$ cat src/rtl/id_stage_pipe.sv
// id_stage_pipe: decode stage with GPR bank, branch/jump target resolution, ID/EX register,
// load-use bubbling, halt detection and a saturating stall counter. Optional macro: ID_WB_BYPASS_EN.
module id_stage_pipe #(
  parameter int REGISTERS_BANK_SIZE = 32,
  parameter int PC_SIZE             = 32,
  parameter int BUS_SIZE            = 32,
  parameter int STALL_CNT_SIZE      = 16
) (
  input  logic                                     i_clk,
  input  logic                                     i_reset,
  input  logic                                     i_valid,
  output logic                                     o_ready,
  input  logic [BUS_SIZE-1:0]                      i_instruction,
  input  logic [PC_SIZE-1:0]                       i_next_seq_pc,
  input  logic                                     i_reg_write_enable,
  input  logic [$clog2(REGISTERS_BANK_SIZE)-1:0]   i_reg_addr_wr,
  input  logic [BUS_SIZE-1:0]                      i_reg_bus_wr,
  output logic                                     o_next_pc_src,
  output logic [PC_SIZE-1:0]                       o_next_not_seq_pc,
  output logic                                     o_valid,
  input  logic                                     i_ready,
  output logic                                     o_reg_write,
  output logic                                     o_mem_write,
  output logic [1:0]                               o_reg_dst,
  output logic [1:0]                               o_mem_to_reg,
  output logic [1:0]                               o_alu_src,
  output logic [2:0]                               o_alu_op,
  output logic [BUS_SIZE-1:0]                      o_bus_a,
  output logic [BUS_SIZE-1:0]                      o_bus_b,
  output logic [BUS_SIZE-1:0]                      o_imm_ext_signed,
  output logic [4:0]                               o_rs,
  output logic [4:0]                               o_rt,
  output logic [4:0]                               o_rd,
  output logic [5:0]                               o_funct,
  output logic                                     o_halted,
  output logic [STALL_CNT_SIZE-1:0]                o_stall_count,
  output logic [REGISTERS_BANK_SIZE*BUS_SIZE-1:0]  o_bus_debug
);

  localparam int ADDR_W = $clog2(REGISTERS_BANK_SIZE);

  localparam logic [5:0] OP_RTYPE = 6'h00;
  localparam logic [5:0] OP_J     = 6'h02;
  localparam logic [5:0] OP_BEQ   = 6'h04;
  localparam logic [5:0] OP_BNE   = 6'h05;
  localparam logic [5:0] OP_ADDI  = 6'h08;
  localparam logic [5:0] OP_ORI   = 6'h0D;
  localparam logic [5:0] OP_LW    = 6'h23;
  localparam logic [5:0] OP_SW    = 6'h2B;
  localparam logic [5:0] OP_HALT  = 6'h3F;
  localparam logic [5:0] FUNCT_JR = 6'h08;

  typedef enum logic {ST_RUN, ST_HALT} state_t;

  state_t                    r_state;
  logic [BUS_SIZE-1:0]       r_bank [REGISTERS_BANK_SIZE];
  logic                      r_valid;
  logic                      r_reg_write;
  logic                      r_mem_write;
  logic [1:0]                r_reg_dst;
  logic [1:0]                r_mem_to_reg;
  logic [1:0]                r_alu_src;
  logic [2:0]                r_alu_op;
  logic [BUS_SIZE-1:0]       r_bus_a;
  logic [BUS_SIZE-1:0]       r_bus_b;
  logic [BUS_SIZE-1:0]       r_imm;
  logic [4:0]                r_rs;
  logic [4:0]                r_rt;
  logic [4:0]                r_rd;
  logic [5:0]                r_funct;
  logic [STALL_CNT_SIZE-1:0] r_stall;

  logic [5:0]          w_op;
  logic [4:0]          w_rs;
  logic [4:0]          w_rt;
  logic [4:0]          w_rd;
  logic [5:0]          w_funct;
  logic [15:0]         w_imm;
  logic [25:0]         w_dir;
  logic [BUS_SIZE-1:0] w_bus_a;
  logic [BUS_SIZE-1:0] w_bus_b;
  logic [BUS_SIZE-1:0] w_imm_ext;
  logic [PC_SIZE-1:0]  w_branch_off;
  logic                w_zero;
  logic [10:0]         w_ctrl;
  logic                w_pc_src;
  logic [1:0]          w_jmp_ctrl;
  logic                w_halt;
  logic                w_free;
  logic                w_load_use;
  logic                w_accept;
  logic                w_unused;

  assign w_op         = i_instruction[31:26];
  assign w_rs         = i_instruction[25:21];
  assign w_rt         = i_instruction[20:16];
  assign w_rd         = i_instruction[15:11];
  assign w_funct      = i_instruction[5:0];
  assign w_imm        = i_instruction[15:0];
  assign w_dir        = i_instruction[25:0];
  assign w_imm_ext    = {{(BUS_SIZE-16){w_imm[15]}}, w_imm};
  assign w_branch_off = {{(PC_SIZE-18){w_imm[15]}}, w_imm, 2'b00};
  assign w_unused     = ^i_instruction[10:6];

  // r0 stays zero because its writes are dropped; the bypass never forwards to r0 either
  always_comb begin
    w_bus_a = r_bank[w_rs[ADDR_W-1:0]];
    w_bus_b = r_bank[w_rt[ADDR_W-1:0]];
`ifdef ID_WB_BYPASS_EN
    if (i_reg_write_enable && (i_reg_addr_wr != '0) && (i_reg_addr_wr == w_rs[ADDR_W-1:0]))
      w_bus_a = i_reg_bus_wr;
    if (i_reg_write_enable && (i_reg_addr_wr != '0) && (i_reg_addr_wr == w_rt[ADDR_W-1:0]))
      w_bus_b = i_reg_bus_wr;
`endif
  end

  assign w_zero = (w_bus_a == w_bus_b);

  // Control word: [0] reg_write, [2:1] reg_dst, [4:3] mem_to_reg, [5] mem_write, [7:6] alu_src, [10:8] alu_op
  always_comb begin
    w_ctrl     = '0;
    w_pc_src   = 1'b0;
    w_jmp_ctrl = 2'd2;
    w_halt     = 1'b0;
    case (w_op)
      OP_RTYPE: begin
        if (w_funct == FUNCT_JR) begin
          w_pc_src   = 1'b1;
          w_jmp_ctrl = 2'd1;
        end else begin
          w_ctrl = {3'b010, 2'b00, 1'b0, 2'b00, 2'b01, 1'b1};
        end
      end
      OP_ADDI: w_ctrl = {3'b000, 2'b01, 1'b0, 2'b00, 2'b00, 1'b1};
      OP_ORI:  w_ctrl = {3'b011, 2'b01, 1'b0, 2'b00, 2'b00, 1'b1};
      OP_LW:   w_ctrl = {3'b000, 2'b01, 1'b0, 2'b01, 2'b00, 1'b1};
      OP_SW:   w_ctrl = {3'b000, 2'b01, 1'b1, 2'b00, 2'b00, 1'b0};
      OP_BEQ: begin
        w_ctrl   = {3'b001, 2'b00, 1'b0, 2'b00, 2'b00, 1'b0};
        w_pc_src = w_zero;
      end
      OP_BNE: begin
        w_ctrl   = {3'b001, 2'b00, 1'b0, 2'b00, 2'b00, 1'b0};
        w_pc_src = !w_zero;
      end
      OP_J: begin
        w_pc_src   = 1'b1;
        w_jmp_ctrl = 2'd0;
      end
      OP_HALT: w_halt = 1'b1;
      default: ;
    endcase
  end

  always_comb begin
    case (w_jmp_ctrl)
      2'd0:    o_next_not_seq_pc = {i_next_seq_pc[PC_SIZE-1:28], w_dir, 2'b00};
      2'd1:    o_next_not_seq_pc = w_bus_a[PC_SIZE-1:0];
      default: o_next_not_seq_pc = i_next_seq_pc + w_branch_off;
    endcase
  end

  assign w_free     = !r_valid || i_ready;
  assign w_load_use = r_valid && (r_mem_to_reg == 2'b01) && (r_rt != 5'd0) &&
                      ((r_rt == w_rs) || (r_rt == w_rt));
  assign o_ready    = (r_state == ST_RUN) && w_free && !w_load_use;
  assign w_accept   = i_valid && o_ready;
  assign o_next_pc_src = w_pc_src && w_accept;

  always_ff @(posedge i_clk or negedge i_reset) begin
    if (!i_reset) begin
      for (int i = 0; i < REGISTERS_BANK_SIZE; i++) r_bank[i] <= '0;
    end else if (i_reg_write_enable && (i_reg_addr_wr != '0)) begin
      r_bank[i_reg_addr_wr] <= i_reg_bus_wr;
    end
  end

  // A bubble clears valid and control but leaves the data fields as they were
  always_ff @(posedge i_clk or negedge i_reset) begin
    if (!i_reset) begin
      r_state      <= ST_RUN;
      r_valid      <= 1'b0;
      r_reg_write  <= 1'b0;
      r_mem_write  <= 1'b0;
      r_reg_dst    <= '0;
      r_mem_to_reg <= '0;
      r_alu_src    <= '0;
      r_alu_op     <= '0;
      r_bus_a      <= '0;
      r_bus_b      <= '0;
      r_imm        <= '0;
      r_rs         <= '0;
      r_rt         <= '0;
      r_rd         <= '0;
      r_funct      <= '0;
      r_stall      <= '0;
    end else begin
      if (w_accept && w_halt) r_state <= ST_HALT;
      if (w_free) begin
        if (w_accept) begin
          r_valid      <= 1'b1;
          r_reg_write  <= w_ctrl[0];
          r_reg_dst    <= w_ctrl[2:1];
          r_mem_to_reg <= w_ctrl[4:3];
          r_mem_write  <= w_ctrl[5];
          r_alu_src    <= w_ctrl[7:6];
          r_alu_op     <= w_ctrl[10:8];
          r_bus_a      <= w_bus_a;
          r_bus_b      <= w_bus_b;
          r_imm        <= w_imm_ext;
          r_rs         <= w_rs;
          r_rt         <= w_rt;
          r_rd         <= w_rd;
          r_funct      <= w_funct;
        end else begin
          r_valid      <= 1'b0;
          r_reg_write  <= 1'b0;
          r_mem_write  <= 1'b0;
          r_reg_dst    <= '0;
          r_mem_to_reg <= '0;
          r_alu_src    <= '0;
          r_alu_op     <= '0;
        end
        if (w_load_use && i_valid && (r_stall != '1)) r_stall <= r_stall + 1'b1;
      end
    end
  end

  always_comb begin
    o_bus_debug = '0;
    for (int i = 0; i < REGISTERS_BANK_SIZE; i++) o_bus_debug[i*BUS_SIZE +: BUS_SIZE] = r_bank[i];
  end

  assign o_valid          = r_valid;
  assign o_reg_write      = r_reg_write;
  assign o_mem_write      = r_mem_write;
  assign o_reg_dst        = r_reg_dst;
  assign o_mem_to_reg     = r_mem_to_reg;
  assign o_alu_src        = r_alu_src;
  assign o_alu_op         = r_alu_op;
  assign o_bus_a          = r_bus_a;
  assign o_bus_b          = r_bus_b;
  assign o_imm_ext_signed = r_imm;
  assign o_rs             = r_rs;
  assign o_rt             = r_rt;
  assign o_rd             = r_rd;
  assign o_funct          = r_funct;
  assign o_halted         = (r_state == ST_HALT);
  assign o_stall_count    = r_stall;

endmodule
$ cat config.mk
export PLATFORM = sky130hd
export DESIGN_NAME = id_stage_pipe
export DESIGN_NICKNAME = d
export VERILOG_FILES = /design/src/rtl/id_stage_pipe.sv
export SDC_FILE = /design/constraint.sdc
export NUM_CORES = 2
export LEC_CHECK = 0
export BUFFER_PORTS_ARGS = -buffer_cell sky130_fd_sc_hd__buf_4
export CAP_MARGIN = 40
export CORE_AREA = 8 8 497 499
export CTS_CLUSTER_DIAMETER = 200
export DETAILED_ROUTE_END_ITERATION = 16
export DIE_AREA = 0 0 505 507
export SLEW_MARGIN = 10
export SYNTH_ARGS = -nofsm -noshare
export SYNTH_HDL_FRONTEND = slang
export SYNTH_SLANG_ARGS = --single-unit
$ cat constraint.sdc
create_clock -name i_clk -period 3.27 [get_ports i_clk]
set_clock_uncertainty 0.2 [all_clocks]
set_input_delay 0.327 -clock i_clk [delete_from_list [all_inputs] [get_ports i_clk]]
set_output_delay 0.327 -clock i_clk [all_outputs]
set_load 0.02 [all_outputs]
==> metrics.txt <==
status complete, but fails checks; failing checks negative setup slack; most common cell in the netlist dfrtp_1; vias in the first global route 60212; Area growth, synth to finish 56.8%; CP endpoint kind output pin; DIE AREA between 200000 and 300000 um2; drt first pass iters 8; CP Data Required Time about 2700 ps; Crit path arrival time between 4000 and 5000 ps; Worst setup startpoint i_instruction[16]; layout cell share with drive strength beyond 1 roughly 63%; wire per inst roughly 37 um; leakage 46.6 nW; post-route core utilization about two fifths; asr flop ratio synth 100%; Vias 58369; final wirelength 404 mm; GP Congestion about 0.94; io pins 1310; synth warn 0; first-iteration detailed-routing DRC count between 5000 and 6000; fin crit period between 4000 and 5000 ps; cts bufs inserted roughly 140; initial antenna violation count 29; Post-Syn Area slightly above 60000 um2; Die H around 510 um; Core ar. between 200000 and 250000 um2; clock transition at the registers of the reported paths about 50 ps; Final HPWL DP roughly 310 mm; largest net degree at the start of global routing between 90 and 100; Sw Share a little under two fifths; Starting Density around 26%; sequential share of power 31.0%; Gate power share approximately two fifths; max FFs per register around 1000; Post-Synthesis Cells roughly 4800; Yosys cell types slightly above 70; DRC Markers 0; FF-to-FF Start o_rt[2]; max cap viols 0; post-synth top area share 46.4%; Worst slew margin between 30% and 40%; final hold vios 0; clk buf depth 3; Post-synth EDFFs 0; fin. max-slew vios 0; Reg area ~29000 um2; Overall Power approximately 63 mW; Clk Latency, worst-skew pair ~830 ps; post-route ant nets 0; first-pass GRT wire length about 540 mm; R2R depth 11; R2R Setup Slk between 200 and 300 ps; RSZ-0062 raised after global routing true; power share of the clock group between 20% and 30%; Max IR drop VDD 0.000533 V; NetSw approximately 24 mW; Power Internal a little under 40 mW; Setup-failing EPs final 32; Main synth FF type dfrtp_1; fmax 206 MHz; Sink Count about 1100; gr usage total between 30% and 40%; power per cell area about 660 nW/um2; DR vias/cell approximately 5.4; Die Width around 500 um; Hold WC Path Type in -> reg; Fillers 22927; Reg2Reg Capture Point o_bus_b[23]; Seq/Total Area, Yosys a little under half; Synth top cells by count dfrtp_1 (1139), mux2_2 (1074), mux2i_1 (771), o22ai_1 (256), clkbuf_1 (253); top post-synthesis cells by area dfrtp_1 (46%), mux2_2 (20%), mux2i_1 (13%), mux4_2 (4.7%), o22ai_1 (2.6%); Mapped Avg Cell Area 12.9 um2; H-tree levels 4; PnR worst setup slack -1590 ps; Worst Tran Pin Value 969 ps; Worst Setup Start Kind primary input; dominant cell type by area after synthesis dfrtp_1; # port buffers 1305; CTS tree done; num rows 180; critical path class in -> out; Congestion Overflow GR 0; Multi-input gate area about 33000 um2; Root Buffer clkbuf_16; period utilization 149%; final net count roughly 7600; CP Max Fanout 20; hold_ws roughly 23 ps; Worst Setup EP o_next_pc_src; FF+latch count, synth 1139
## routing by layer
| layer | part of all wire, % | global-route usage, % |
|---|---|---|
| met5 | 0.014 | 0 |
| met4 | 6.5 | 16.2 |
| met3 | 9.6 | 9.24 |
| met2 | 45 | 47.6 |
| met1 | 39 | 37.1 |
## repair_timing
item	in CTS	in global routing
gates cloned	2	0
hold buffers	71	3
endpoints found under the setup margin	74	98
buffers inserted	55	33
hold endpoints to repair	1725	3
pin swaps	105	73
gates resized for setup	377	114
## critical path, stage by stage
cell and delay, ps:
buf_12 260, buf_12 230, buf_4 310, mux2i_2 300, o22ai_2 120, nor4_4 480, buf_4 240, nand3_1 110
xor2_1 170, buf_4 180, nor4_1 280, nand4_1 120, buf_4 180, or3_1 350, o211ai_1 300, buf_4 260
## cell type report
type	count	area share, %
Clock inverter	60	0.914
Inverter	10	0.0390
Tap cell	3185	4.14
Sequential cell	1139	29.6
Timing Repair Buffer	3109	27.0
Antenna cell	12	0.0312
Multi-Input combinational cell	3107	34.0
Clock buffer	194	4.25
## worst min path at each step
stage / end / startpoint / cells after the start / slack (ps)
2_1_floorplan: o_alu_op[0] / i_reset / 0 / -170
3_3_place_gp: o_bus_debug[2] / o_bus_debug[2] / 0 / 210
3_5_place_dp: o_bus_debug[2] / o_bus_debug[2] / 0 / 220
4_1_cts: o_bus_debug[632] / i_reg_addr_wr[3] / 5 / 20
5_1_grt: o_reg_write / i_instruction[29] / 6 / 20
6_report: o_reg_write / i_instruction[28] / 5 / 20
## cells by family after synthesis
family / Yosys count / share of synthesized area (%)
flops: 1139 / 46.4
buf+inv: 516 / 4.18
fa+ha+maj: 31 / 0.644
compound gates: 662 / 7.44
other cells: 1 / 0.00611
mux: 1973 / 37.0
simple gates: 360 / 3.25
xor+xnor: 77 / 1.10
## power groups by stage
stage	registers, mW	logic (mW)	clock network [mW]
final	19.7	26.5	17.2
after global routing	19.9	27.6	18.0
after CTS	19.5	26.4	17.5
after detailed placement	19.8	25.4	0
after global placement	19.7	25.2	0
after floorplan	22.6	6.22	0
## cells in the final DEF, fill, tap and decap left out, types with 20 or more instances in the layout
cell type / netlist / final
a221oi_1: 129 / 124
a22oi_1: 81 / 55
a22oi_2: 0 / 26
buf_12: 0 / 150
buf_4: 71 / 2780
buf_6: 31 / 88
clkbuf_16: 0 / 143
clkbuf_8: 0 / 32
clkinv_2: 0 / 20
dfrtp_1: 1139 / 1114
dfrtp_2: 0 / 25
dlygate4sd3_1: 0 / 71
ha_1: 30 / 25
mux2_2: 1074 / 1074
mux2i_1: 771 / 737
mux2i_2: 0 / 25
mux4_2: 128 / 128
nand2_1: 65 / 45
nand3_1: 69 / 42
nand3_4: 0 / 22
nor2_1: 44 / 23
nor4_2: 1 / 34
nor4_4: 0 / 28
o21ai_0: 98 / 80
o22ai_1: 256 / 223
o22ai_2: 0 / 32
xnor2_1: 38 / 33
xor2_1: 39 / 37
## stage by stage
stage / setup TNS, ps / instance area [um2] / worst slack (ps) / instances
after floorplan: -101 / 61500 / -69.8 / 4762
after global placement: -77910 / 87400 / -3260 / 10391
after detailed placement: -84030 / 87600 / -2720 / 10408
after CTS: -10450 / 95600 / -1680 / 10780
after global routing: -10720 / 96300 / -1720 / 10815
final: -7770 / 96300 / -1590 / 10816
No activity file was read; power rests on OpenSTA's default activity.
